[config.mk]
export PLATFORM = sky130hd
export DESIGN_NAME = dm_arbiter
export DESIGN_NICKNAME = d
export VERILOG_FILES = /design/src/rtl/dm_arbiter.sv
export SDC_FILE = /design/constraint.sdc
export NUM_CORES = 1
export LEC_CHECK = 0
export ABC_CLOCK_PERIOD_IN_PS = 2820
export CORE_ASPECT_RATIO = 1.25
export CORE_UTILIZATION = 39
export CTS_CLUSTER_SIZE = 10
export DETAILED_ROUTE_END_ITERATION = 8
export PLACE_DENSITY_LB_ADDON = 0.05
export SLEW_MARGIN = 30
export SYNTH_ARGS = -nofsm -noshare
export SYNTH_HDL_FRONTEND = slang
export SYNTH_SLANG_ARGS = --single-unit
[constraint.sdc]
create_clock -name CLK -period 2.82 [get_ports CLK]
set_input_delay 0.564 -clock CLK [delete_from_list [all_inputs] [get_ports CLK]]
set_output_delay 0.564 -clock CLK [all_outputs]
set_load 0.02 [all_outputs]
[src/rtl/dm_arbiter.sv]
// Data-memory arbiter: shares one synchronous data memory between the CPU and a
// debug port. The CPU has priority. A waiting debug request forces a single
// CPU stall cycle once it has waited MAX_WAIT consecutive busy cycles.
module dm_arbiter #(
    parameter int unsigned MAX_WAIT = 4
) (
    input  logic        CLK,
    input  logic        RESET,
    input  logic        CPU_RD,
    input  logic        CPU_WR,
    input  logic [10:0] CPU_ADDR,
    input  logic [15:0] CPU_WDATA,
    output logic [15:0] CPU_RDATA,
    output logic        CPU_STALL,
    input  logic        DBG_REQ,
    input  logic        DBG_WE,
    input  logic [10:0] DBG_ADDR,
    input  logic [15:0] DBG_WDATA,
    output logic        DBG_ACK,
    output logic [15:0] DBG_RDATA,
    output logic [10:0] MEM_ADDR,
    output logic        MEM_WE,
    output logic [15:0] MEM_DIN,
    input  logic [15:0] MEM_DOUT
);

    localparam int unsigned CNT_W = 4;
    localparam logic [CNT_W-1:0] WAIT_LAST = CNT_W'(MAX_WAIT - 1);

    typedef enum logic [2:0] {
        IDLE  = 3'd0,
        WAIT  = 3'd1,
        STALL = 3'd2,
        READ  = 3'd3,
        ACK   = 3'd4
    } state_e;

    typedef struct packed {
        logic        we;
        logic [10:0] addr;
        logic [15:0] wdata;
    } dbg_req_t;

    state_e           state_q, state_d;
    logic [CNT_W-1:0] wait_cnt_q, wait_cnt_d;
    dbg_req_t         req_q, req_d;
    logic [15:0]      dbg_rdata_q, dbg_rdata_d;
    logic             cpu_stall_q, cpu_stall_d;
    logic             dbg_ack_q, dbg_ack_d;
    logic             cpu_act_c;
    logic             grant_c;

    // State and registered outputs; reset drops any request in flight.
    always_ff @(posedge CLK or negedge RESET) begin
        if (!RESET) begin
            state_q     <= IDLE;
            wait_cnt_q  <= '0;
            req_q       <= '0;
            dbg_rdata_q <= '0;
            cpu_stall_q <= 1'b0;
            dbg_ack_q   <= 1'b0;
        end else begin
            state_q     <= state_d;
            wait_cnt_q  <= wait_cnt_d;
            req_q       <= req_d;
            dbg_rdata_q <= dbg_rdata_d;
            cpu_stall_q <= cpu_stall_d;
            dbg_ack_q   <= dbg_ack_d;
        end
    end

    // Next-state logic; grant_c marks the cycle the debug access owns memory.
    always_comb begin
        state_d     = state_q;
        wait_cnt_d  = wait_cnt_q;
        req_d       = req_q;
        dbg_rdata_d = dbg_rdata_q;
        grant_c     = 1'b0;
        cpu_act_c   = CPU_RD | CPU_WR;

        case (state_q)
            IDLE: begin
                if (DBG_REQ) begin
                    req_d      = '{we: DBG_WE, addr: DBG_ADDR, wdata: DBG_WDATA};
                    wait_cnt_d = '0;
                    state_d    = WAIT;
                end
            end
            WAIT: begin
                if (!cpu_act_c) begin
                    grant_c = 1'b1;
                    state_d = READ;
                end else if (wait_cnt_q == WAIT_LAST) begin
                    state_d = STALL;
                end else begin
                    wait_cnt_d = wait_cnt_q + CNT_W'(1);
                end
            end
            STALL: begin
                grant_c = 1'b1;
                state_d = READ;
            end
            READ: begin
                // Memory returns the granted read data this cycle.
                if (!req_q.we) begin
                    dbg_rdata_d = MEM_DOUT;
                end
                state_d = ACK;
            end
            ACK: begin
                state_d = IDLE;
            end
            default: begin
                state_d = IDLE;
            end
        endcase

        cpu_stall_d = (state_d == STALL);
        dbg_ack_d   = (state_d == ACK);
    end

    // Memory port mux: debug only on the grant cycle, CPU pass-through otherwise.
    always_comb begin
        if (grant_c) begin
            MEM_ADDR = req_q.addr;
            MEM_DIN  = req_q.wdata;
            MEM_WE   = req_q.we;
        end else begin
            MEM_ADDR = CPU_ADDR;
            MEM_DIN  = CPU_WDATA;
            MEM_WE   = CPU_WR;
        end
    end

    assign CPU_RDATA = MEM_DOUT;
    assign CPU_STALL = cpu_stall_q;
    assign DBG_ACK   = dbg_ack_q;
    assign DBG_RDATA = dbg_rdata_q;

endmodule

==> flow_summary_export.csv, run 1 <==
group,metric,value,unit
clocking,cts_buffers,5,
sta,fmax,0.358,GHz
sta,tns,0,ps
sta,hold_violations,0,
place,dpl.hpwl,4460,um
route,vias,2158,
route,final_antenna_net_count,0,
synthesis,ys.flop_type,"dfrtp_1",
layout,antenna_cells,0,
sta,clock_skew,12.6,ps
die,num_rows,32,
power,p_per_area,919,mW/mm^2
worst_setup_path,critPathSlowestCell,"or4b_4",
worst_setup_path,critPathArrivalTime,2230,ps
worst_setup_path,critical_path.cell_chain,"buf_2 -> or4b_4 -> a21oi_4 -> buf_6 -> buf_12 -> buf_12 -> mux2_2 -> buf_6",
clocking,cts_tree,"yes",
die,num_io_pins,138,
sta,finalSetupViolCount,0,
worst_setup_path,path_buf_inv,5,
min_path,hold_path_class,"in2async",
global_routing,antenna_found_initial,0,
synthesis,postSynth.asyncResetShare,1.00,
worst_setup_path,r2r_cells,5,
sta,slew_headroom,0.601,
route,drt_iter0_drc,94,
synthesis,ys_warn_count,0,
route,via_per_inst,4.67,
power,p_leak,1.90,nW
route,routedWlPerCell,13.7,um
sta,period_share,0.992,
layout,nets,453,
layout,post-route-util,0.653,
place,io_buffers,137,
die,die_w,74.9,um
clocking,cts.sinks,53,
route,drt-total-wl,6340,um
place,gp_congestion,0.786,
sta,final_max_slew_viol_count,0,
clocking,path_clk_slew,90,ps
power,irDropWorstVdd,0.000442,V
layout,layout_common_cells,"clkdlybuf4s50_1 (106), nand2_1 (86), dfrtp_1 (53), mux2_2 (38), buf_2 (20)",
global_routing,grt.total_usage,0.191,
synthesis,synthDistinctLibCells,32,
global_routing,grt_pass1_wl,10000,um
layout,final_common_cell,"clkdlybuf4s50_1",
worst_setup_path,critPathMaxStageDelay,520,ps
worst_setup_path,cp.required,2260,ps
sta,period_minus_slack,2800,ps
global_routing,grt_pass1_vias,2153,
flow_run,maxCapViolCount,0,
worst_setup_path,cp_top_family,"buffers and inverters",
synthesis,syn-num-nets,318,
synthesis,avgSynthCellArea,10.7,um^2
layout,layout-drive-gt1-share,0.268,
global_routing,grt_max_degree,28,
clocking,clockRootBuffer,"clkbuf_8",
die,core-area,0.00629,mm^2
worst_setup_path,crit_fanout,5,
route,post-route-drc-count,0,
worst_setup_path,worstSetupPathType,"in2out",
synthesis,syn_area,0.00259,mm^2
worst_setup_path,r2r-start,"state_q[1]$_DFF_PN0_",
clocking,clk_path_buf_depth,2,
global_routing,overflow,0,
die,die_height,93.1,um
clocking,cts.htree.levels,2,
run_status,status,"finished clean",
clocking,clk_latency,300,ps
sta,worst_pin_slew,597,ps
die,start_util,0.412,
route,dr.pass1.iters,4,
worst_setup_path,startpoint_type,"primary input",
die,die_area,0.00697,mm^2
synthesis,synth-edff-count,0,
layout,syn_to_final_growth,58.6,%
synthesis,ys_seq_area_frac,0.513,
worst_setup_path,regToRegSetupSlack,900,ps
worst_setup_path,cp-end-kind,"output pin",
synthesis,syn-instance-count,241,
synthesis,synth_seq_cells,53,
sta,rsz0062_at_grt,"yes",
worst_setup_path,r2r-end,"wait_cnt_q[2]$_DFFE_PN0P_",
area by class of cell:
| type | count | area [um^2] |
|---|---|---|
| fill | 545 | 2180 |
| timing repair buffer | 155 | 1490 |
| sequential | 53 | 1330 |
| multi-input combinational | 160 | 1090 |
| tap | 85 | 106 |
| clock buffer | 6 | 72.6 |
| clock inverter | 2 | 13.8 |
| inverter | 1 | 3.75 |
cell families (layout without fill, tap and decap cells):
kind of cell / Yosys count / count (layout) / synth area share
simple gates: 105 / 105 / 0.180
flops: 53 / 53 / 0.513
mux: 45 / 45 / 0.195
buf+inv: 28 / 164 / 0.0749
compound gates: 9 / 9 / 0.0319
fa+ha+maj: 1 / 1 / 0.00483
metrics by stage:
step | hold slack (ps) | setup WS, ps | instance area, um^2 | std cells | total power, mW
floorplan | 268 | 422 | 2590 | 241 | 2.44
global placement | 452 | -540 | 3970 | 446 | 3.23
detailed placement | 459 | -557 | 3970 | 446 | 3.27
CTS | 158 | -88.1 | 4070 | 461 | 3.78
global route | 164 | -54.2 | 4100 | 462 | 4.03
finish | 150 | 22.9 | 4100 | 462 | 3.77
layer usage:
metal,routed length (um),track usage
met3,424,0.0442
met1,2680,0.234
met2,3150,0.330
met5,0,0
met4,81,0.0535
registers in the layout (all words and copies together), names as in the netlist:
name	flops
req_q	28
DBG_RDATA	16
wait_cnt_q	4
state_q	3
CPU_STALL	1
DBG_ACK	1
what timing repair did:
item	4_1_cts	5_1_grt
pin swaps	1	2
resized for setup	115	25
cloned	1	0
setup endpoints to repair	28	27
setup buffers	6	3
hold buffers	0	0
synthesized netlist by cell type, drive strengths merged, types with 2 or more instances:
cell type,instances,area share
o21ai,2,0.0039
a211o,2,0.0068
mux2,44,0.19
and3,2,0.0048
dfrtp,53,0.51
and3b,2,0.0068
nand2,86,0.12
nor2,2,0.0029
or4b,2,0.0092
clkbuf,3,0.0044
buf,24,0.069
nand2b,3,0.0073
nor3b,2,0.0058
worst max-delay path by stage:
stage / from / end / slack, ps / depth (start not counted)
5_1_grt: state_q[1]$_DFF_PN0_ / MEM_ADDR[8] / -50 / 7
3_5_place_dp: CPU_WR / MEM_DIN[3] / -560 / 6
2_1_floorplan: CPU_WR / MEM_DIN[10] / 420 / 4
6_report: CPU_RD / MEM_ADDR[8] / 20 / 8
4_1_cts: state_q[1]$_DFF_PN0_ / MEM_DIN[3] / -90 / 9
3_3_place_gp: CPU_WR / MEM_ADDR[6] / -540 / 6
power by group:
part / switching (mW) / total (mW) / internal [mW]
combinational: 0.977 / 2.05 / 1.07
clock: 0.245 / 0.423 / 0.177
sequential: 0.190 / 1.30 / 1.11
Power figures use the tool's default switching activity.
==> run 2, diff against run 1 <==
--- a/config.mk
+++ b/config.mk
@@ -11,7 +11,7 @@
 export CTS_CLUSTER_SIZE = 10
 export DETAILED_ROUTE_END_ITERATION = 8
 export PLACE_DENSITY_LB_ADDON = 0.05
-export SLEW_MARGIN = 30
+export SLEW_MARGIN = 20
 export SYNTH_ARGS = -nofsm -noshare
 export SYNTH_HDL_FRONTEND = slang
 export SYNTH_SLANG_ARGS = --single-unit
==> constraint.sdc (replaced) <==
create_clock -name CLK -period 2.82 [get_ports CLK]
set_input_delay 0.564 -clock CLK [delete_from_list [all_inputs] [get_ports CLK]]
set_output_delay 0.564 -clock CLK [all_outputs]
set_load 0.01 [all_outputs]
==> run 2 against run 1 <==
Sequential power hardly changed. Sequential share of layout area is 0.31 points higher. Clock power is 4% lower.
==> flow_summary_export.csv, run 2 (synthesis gave the netlist of run 1 again) <==
group,metric,value,unit
layout,syn_to_final_growth,57.1,%
power,netSwitchingPower,1.18,mW
sta,worst_pin_slew,538,ps
clocking,cts_tree,"yes",
worst_setup_path,critical_path.cell_chain,"clkdlybuf4s15_2 -> or4b_4 -> a21oi_4 -> buf_6 -> buf_12 -> mux2_2 -> buf_2",
global_routing,grt.total_usage,0.193,
clocking,path_clk_slew,90,ps
place,gp_congestion,0.804,
place,dpl.hpwl,4490,um
power,irDropWorstVdd,0.000404,V
power,p_leak,1.89,nW
route,vias,2158,
layout,final_common_cell,"clkdlybuf4s50_1",
route,drt-total-wl,6190,um
route,dr.pass1.iters,4,
run_status,status,"finished clean",
route,drt_iter0_drc,51,
place,dp_slack,-490,ps
die,die_height,93.1,um
global_routing,grt_pass1_vias,2149,
flow_run,maxCapViolCount,0,
sta,worst_slack,59.0,ps
sta,whs,148,ps
sta,clock_skew,5.70,ps
sta,period_minus_slack,2760,ps
power,p_per_area,863,mW/mm^2
clocking,cts.sinks,53,
global_routing,grt_pass1_wl,10300,um
layout,fill_cells,524,
route,routedWlPerCell,13.4,um
power,power.internal,2.32,mW
worst_setup_path,worstSetupPathType,"in2out",
die,core-area,0.00629,mm^2
layout,multiInputGateArea,0.00109,mm^2
clocking,cts_buffers,5,
worst_setup_path,cp-end-kind,"output pin",
place,placed_area,0.00399,mm^2
power,p_sw_frac,0.338,
sta,final_max_slew_viol_count,0,
power,power_frac_seq,0.371,
layout,regMostFlops,"req_q",
place,place_inst,447,
die,die_w,74.9,um
place,io_buffers,137,
sta,rsz0062_at_grt,"no",
clocking,cts.htree.levels,2,
layout,layout-drive-gt1-share,0.271,
sta,fmax,0.362,GHz
sta,period_share,0.979,
clocking,hold_buffers,0,
die,die_area,0.00697,mm^2
die,num_io_pins,138,
worst_setup_path,startpoint_type,"primary input",
layout,seq_area,0.00133,mm^2
layout,layout_common_cells,"clkdlybuf4s50_1 (106), nand2_1 (86), dfrtp_1 (53), mux2_2 (37), buf_2 (25)",
layout,largest_reg_flops,28,
clocking,clk_path_buf_depth,2,
layout,antenna_cells,0,
clocking,clk_latency,300,ps
route,via_per_inst,4.68,
worst_setup_path,cp.required,2260,ps
worst_setup_path,critPathSlowestCell,"or4b_4",
sta,hold_violations,0,
power,combPwrFrac,0.514,
worst_setup_path,critPathMaxStageDelay,490,ps
power,power,3.51,mW
global_routing,antenna_found_initial,0,
power,clockPowerShare,0.116,
global_routing,overflow,0,
die,start_util,0.412,
global_routing,grt_max_degree,28,
layout,fin_area,0.00406,mm^2
die,num_rows,32,
layout,final_cell_count_no_fill,461,
route,post-route-drc-count,0,
layout,nets,452,
clocking,clockRootBuffer,"clkbuf_8",
sta,finalSetupViolCount,0,
sta,slew_headroom,0.641,
worst_setup_path,critPathArrivalTime,2200,ps
worst_setup_path,crit_fanout,7,
layout,post-route-util,0.646,
min_path,hold_path_class,"in2async",
sta,tns,0,ps
route,final_antenna_net_count,0,
## run 2: per-layer routing
metal  vias up  routed length (um)  global-route usage
met5         -                   0                   0
met4         0                  65              0.0519
met3         6                 460              0.0409
met2       108                3040               0.333
met1       990                2620               0.240
li1       1054                   -                   -
## run 2: power by group through the flow
stage | sequential (mW) | clock [mW] | combinational (mW)
detailed placement | 1.31 | 0 | 1.78
global placement | 1.31 | 0 | 1.74
floorplan | 1.34 | 0 | 0.900
CTS | 1.30 | 0.422 | 1.86
global route | 1.35 | 0.452 | 1.98
finish | 1.30 | 0.405 | 1.80
## run 2: path summary, 6_finish.rpt
kind,start,cells past startpoint,slack [ps],endpoint
setup reg to reg,state_q[1]$_DFF_PN0_,5,900,wait_cnt_q[2]$_DFFE_PN0P_
setup / recovery,CPU_RD,7,60,MEM_WE
max in group asynchronous,RESET,2,2090,req_q[2]$_DFFE_PN0P_
hold reg to reg,req_q[2]$_DFFE_PN0P_,2,470,req_q[2]$_DFFE_PN0P_
hold / removal,RESET,1,150,state_q[1]$_DFF_PN0_
min in group CLK,req_q[2]$_DFFE_PN0P_,2,470,req_q[2]$_DFFE_PN0P_
## run 2: what timing repair did
item                                    in CTS  in global routing
endpoints found under the setup margin      28                 10
gates resized for setup                    134                  0
pin swaps                                    2                  1
buffers inserted                             5                  0
cloned                                       2                  0
## run 2: layout make-up
type                       count  area share
multi-input combinational    160       0.269
timing repair buffer         154       0.357
tap                           85      0.0262
clock buffer                   6      0.0179
inverter                       1    0.000924
clock inverter                 2     0.00246
sequential                    53       0.326
## run 2: worst max-delay path: cells and delay by family
family	cells	cell delay, ps
muxes	1	340
and+or+nand+nor	1	490
buffers and inverters	4	610
AOI/OAI and AO/OA	1	200
==> run 3, diff against run 2 <==
==> constraint.sdc (replaced) <==
create_clock -name CLK -period 2.82 [get_ports CLK]
set_input_delay 0.564 -clock CLK [delete_from_list [all_inputs] [get_ports CLK]]
set_output_delay 0.564 -clock CLK [all_outputs]
set_load 0.1 [all_outputs]
==> run 3 against run 2 <==
Critical path depth unchanged. Clock skew rose by 6.0 ps. Largest cell class unchanged. Design area grew 6.8%. Hold slack gained 15 ps. First-iteration DRC count is 12% higher. Sequential cell count unchanged.
==> flow_summary_export.csv, run 3 (synthesis gave the netlist of run 1 again) <==
group,metric,value,unit
die,num_io_pins,138,
worst_setup_path,startpoint_type,"primary input",
layout,nets,451,
route,post-route-drc-count,0,
layout,layout-drive-gt1-share,0.368,
worst_setup_path,critPathSlowestCell,"or4b_4",
route,via_per_inst,4.76,
die,start_util,0.412,
die,num_rows,32,
global_routing,grt_pass1_wl,10400,um
route,dr.pass1.iters,4,
die,die_area,0.00697,mm^2
route,final_antenna_net_count,0,
clocking,cts.htree.levels,2,
layout,antenna_cells,0,
layout,regMostFlops,"req_q",
layout,layout_common_cells,"nand2_1 (86), clkdlybuf4s50_1 (72), dfrtp_1 (52), buf_4 (45), mux2_2 (38)",
clocking,clk_latency,300,ps
die,die_w,74.9,um
route,vias,2188,
clocking,cts_buffers,5,
sta,fmax,0.361,GHz
layout,final_cell_count_no_fill,460,
sta,clock_skew,11.7,ps
worst_setup_path,critPathArrivalTime,2210,ps
route,routedWlPerCell,14.1,um
worst_setup_path,cp_top_family,"buffers and inverters",
sta,worst_pin_slew,502,ps
global_routing,antenna_found_initial,0,
min_path,hold_path_class,"in2async",
sta,slew_headroom,0.665,
die,core-area,0.00629,mm^2
worst_setup_path,cp-end-kind,"output pin",
place,io_buffers,137,
sta,rsz0062_at_grt,"yes",
clocking,cts.sinks,53,
worst_setup_path,path_buf_inv,4,
worst_setup_path,worstSetupPathType,"in2out",
sta,finalSetupViolCount,0,
place,dpl.hpwl,4570,um
layout,syn_to_final_growth,67.7,%
clocking,path_clk_slew,90,ps
worst_setup_path,crit_fanout,8,
global_routing,overflow,0,
worst_setup_path,critPathMaxStageDelay,540,ps
sta,hold_violations,0,
layout,largest_reg_flops,28,
place,gp_congestion,0.776,
run_status,status,"finished clean",
clocking,clk_path_buf_depth,2,
sta,period_minus_slack,2770,ps
worst_setup_path,critical_path.cell_chain,"buf_2 -> or4b_4 -> a21oi_4 -> buf_6 -> clkbuf_16 -> mux2_2 -> buf_12",
route,drt_iter0_drc,57,
clocking,hold_buffers,0,
sta,period_share,0.983,
layout,final_common_cell,"nand2_1",
place,place_inst,445,
sta,final_max_slew_viol_count,0,
global_routing,grt_max_degree,39,
die,die_height,93.1,um
global_routing,grt.total_usage,0.196,
flow_run,maxCapViolCount,0,
clocking,clockRootBuffer,"clkbuf_8",
route,drt-total-wl,6500,um
clocking,cts_tree,"yes",
global_routing,grt_pass1_vias,2279,
worst_setup_path,cp.required,2260,ps
==> run 3: final cells by class <==
cell class | instances | area (um^2)
Tap cell | 85 | 106
Timing Repair Buffer | 153 | 1720
Clock buffer | 5 | 68.8
Fill cell | 482 | 1950
Clock inverter | 3 | 17.5
Inverter | 1 | 3.75
Sequential cell | 53 | 1330
Multi-Input combinational cell | 160 | 1090
==> run 3: stage by stage <==
stage	hold slack, ps	worst slack (ps)	setup TNS [ps]	util	instance area, um^2
final	163	47.4	0	0.690	4340
after global routing	183	-6.35	-15.9	0.690	4340
after CTS	168	-19.9	-97.1	0.690	4340
after detailed placement	459	-221	-5910	0.661	4150
after global placement	452	-208	-5590	0.661	4150
after floorplan	268	117	0	-	2590
==> run 3: what timing repair did <==
| item | in CTS | in global routing |
|---|---|---|
| buffers inserted | 6 | 0 |
| gates cloned | 1 | 1 |
| setup endpoints to repair | 28 | 21 |
| pin swaps | 2 | 1 |
| gates resized for setup | 19 | 2 |
==> run 3: metal layers <==
metal / part of all wire / global-route usage / vias up / wire, um
li1: - / - / 1055 / -
met1: 0.40 / 0.229 / 1017 / 2590
met2: 0.50 / 0.331 / 106 / 3230
met3: 0.081 / 0.0550 / 10 / 528
met4: 0.023 / 0.0770 / 0 / 150
met5: 0 / 0 / - / 0
==> run 3: path summary, 6_finish.rpt <==
| check | depth (start not counted) | slack [ps] | from | to |
|---|---|---|---|---|
| setup / recovery | 7 | 50 | CPU_WR | MEM_ADDR[0] |
| hold / removal | 1 | 160 | RESET | state_q[1]$_DFF_PN0_ |
| setup reg to reg | 5 | 960 | state_q[0]$_DFF_PN0_ | wait_cnt_q[2]$_DFFE_PN0P_ |
| hold reg to reg | 2 | 480 | req_q[22]$_DFFE_PN0P_ | req_q[22]$_DFFE_PN0P_ |
| max in group asynchronous | 2 | 1860 | RESET | req_q[21]$_DFFE_PN0P_ |
| min in group CLK | 2 | 480 | req_q[22]$_DFFE_PN0P_ | req_q[22]$_DFFE_PN0P_ |
Power of run 3 is left out: the tool's default activity adds up to more than one toggle a clock period on the data nets, which glitch-free logic cannot reach.
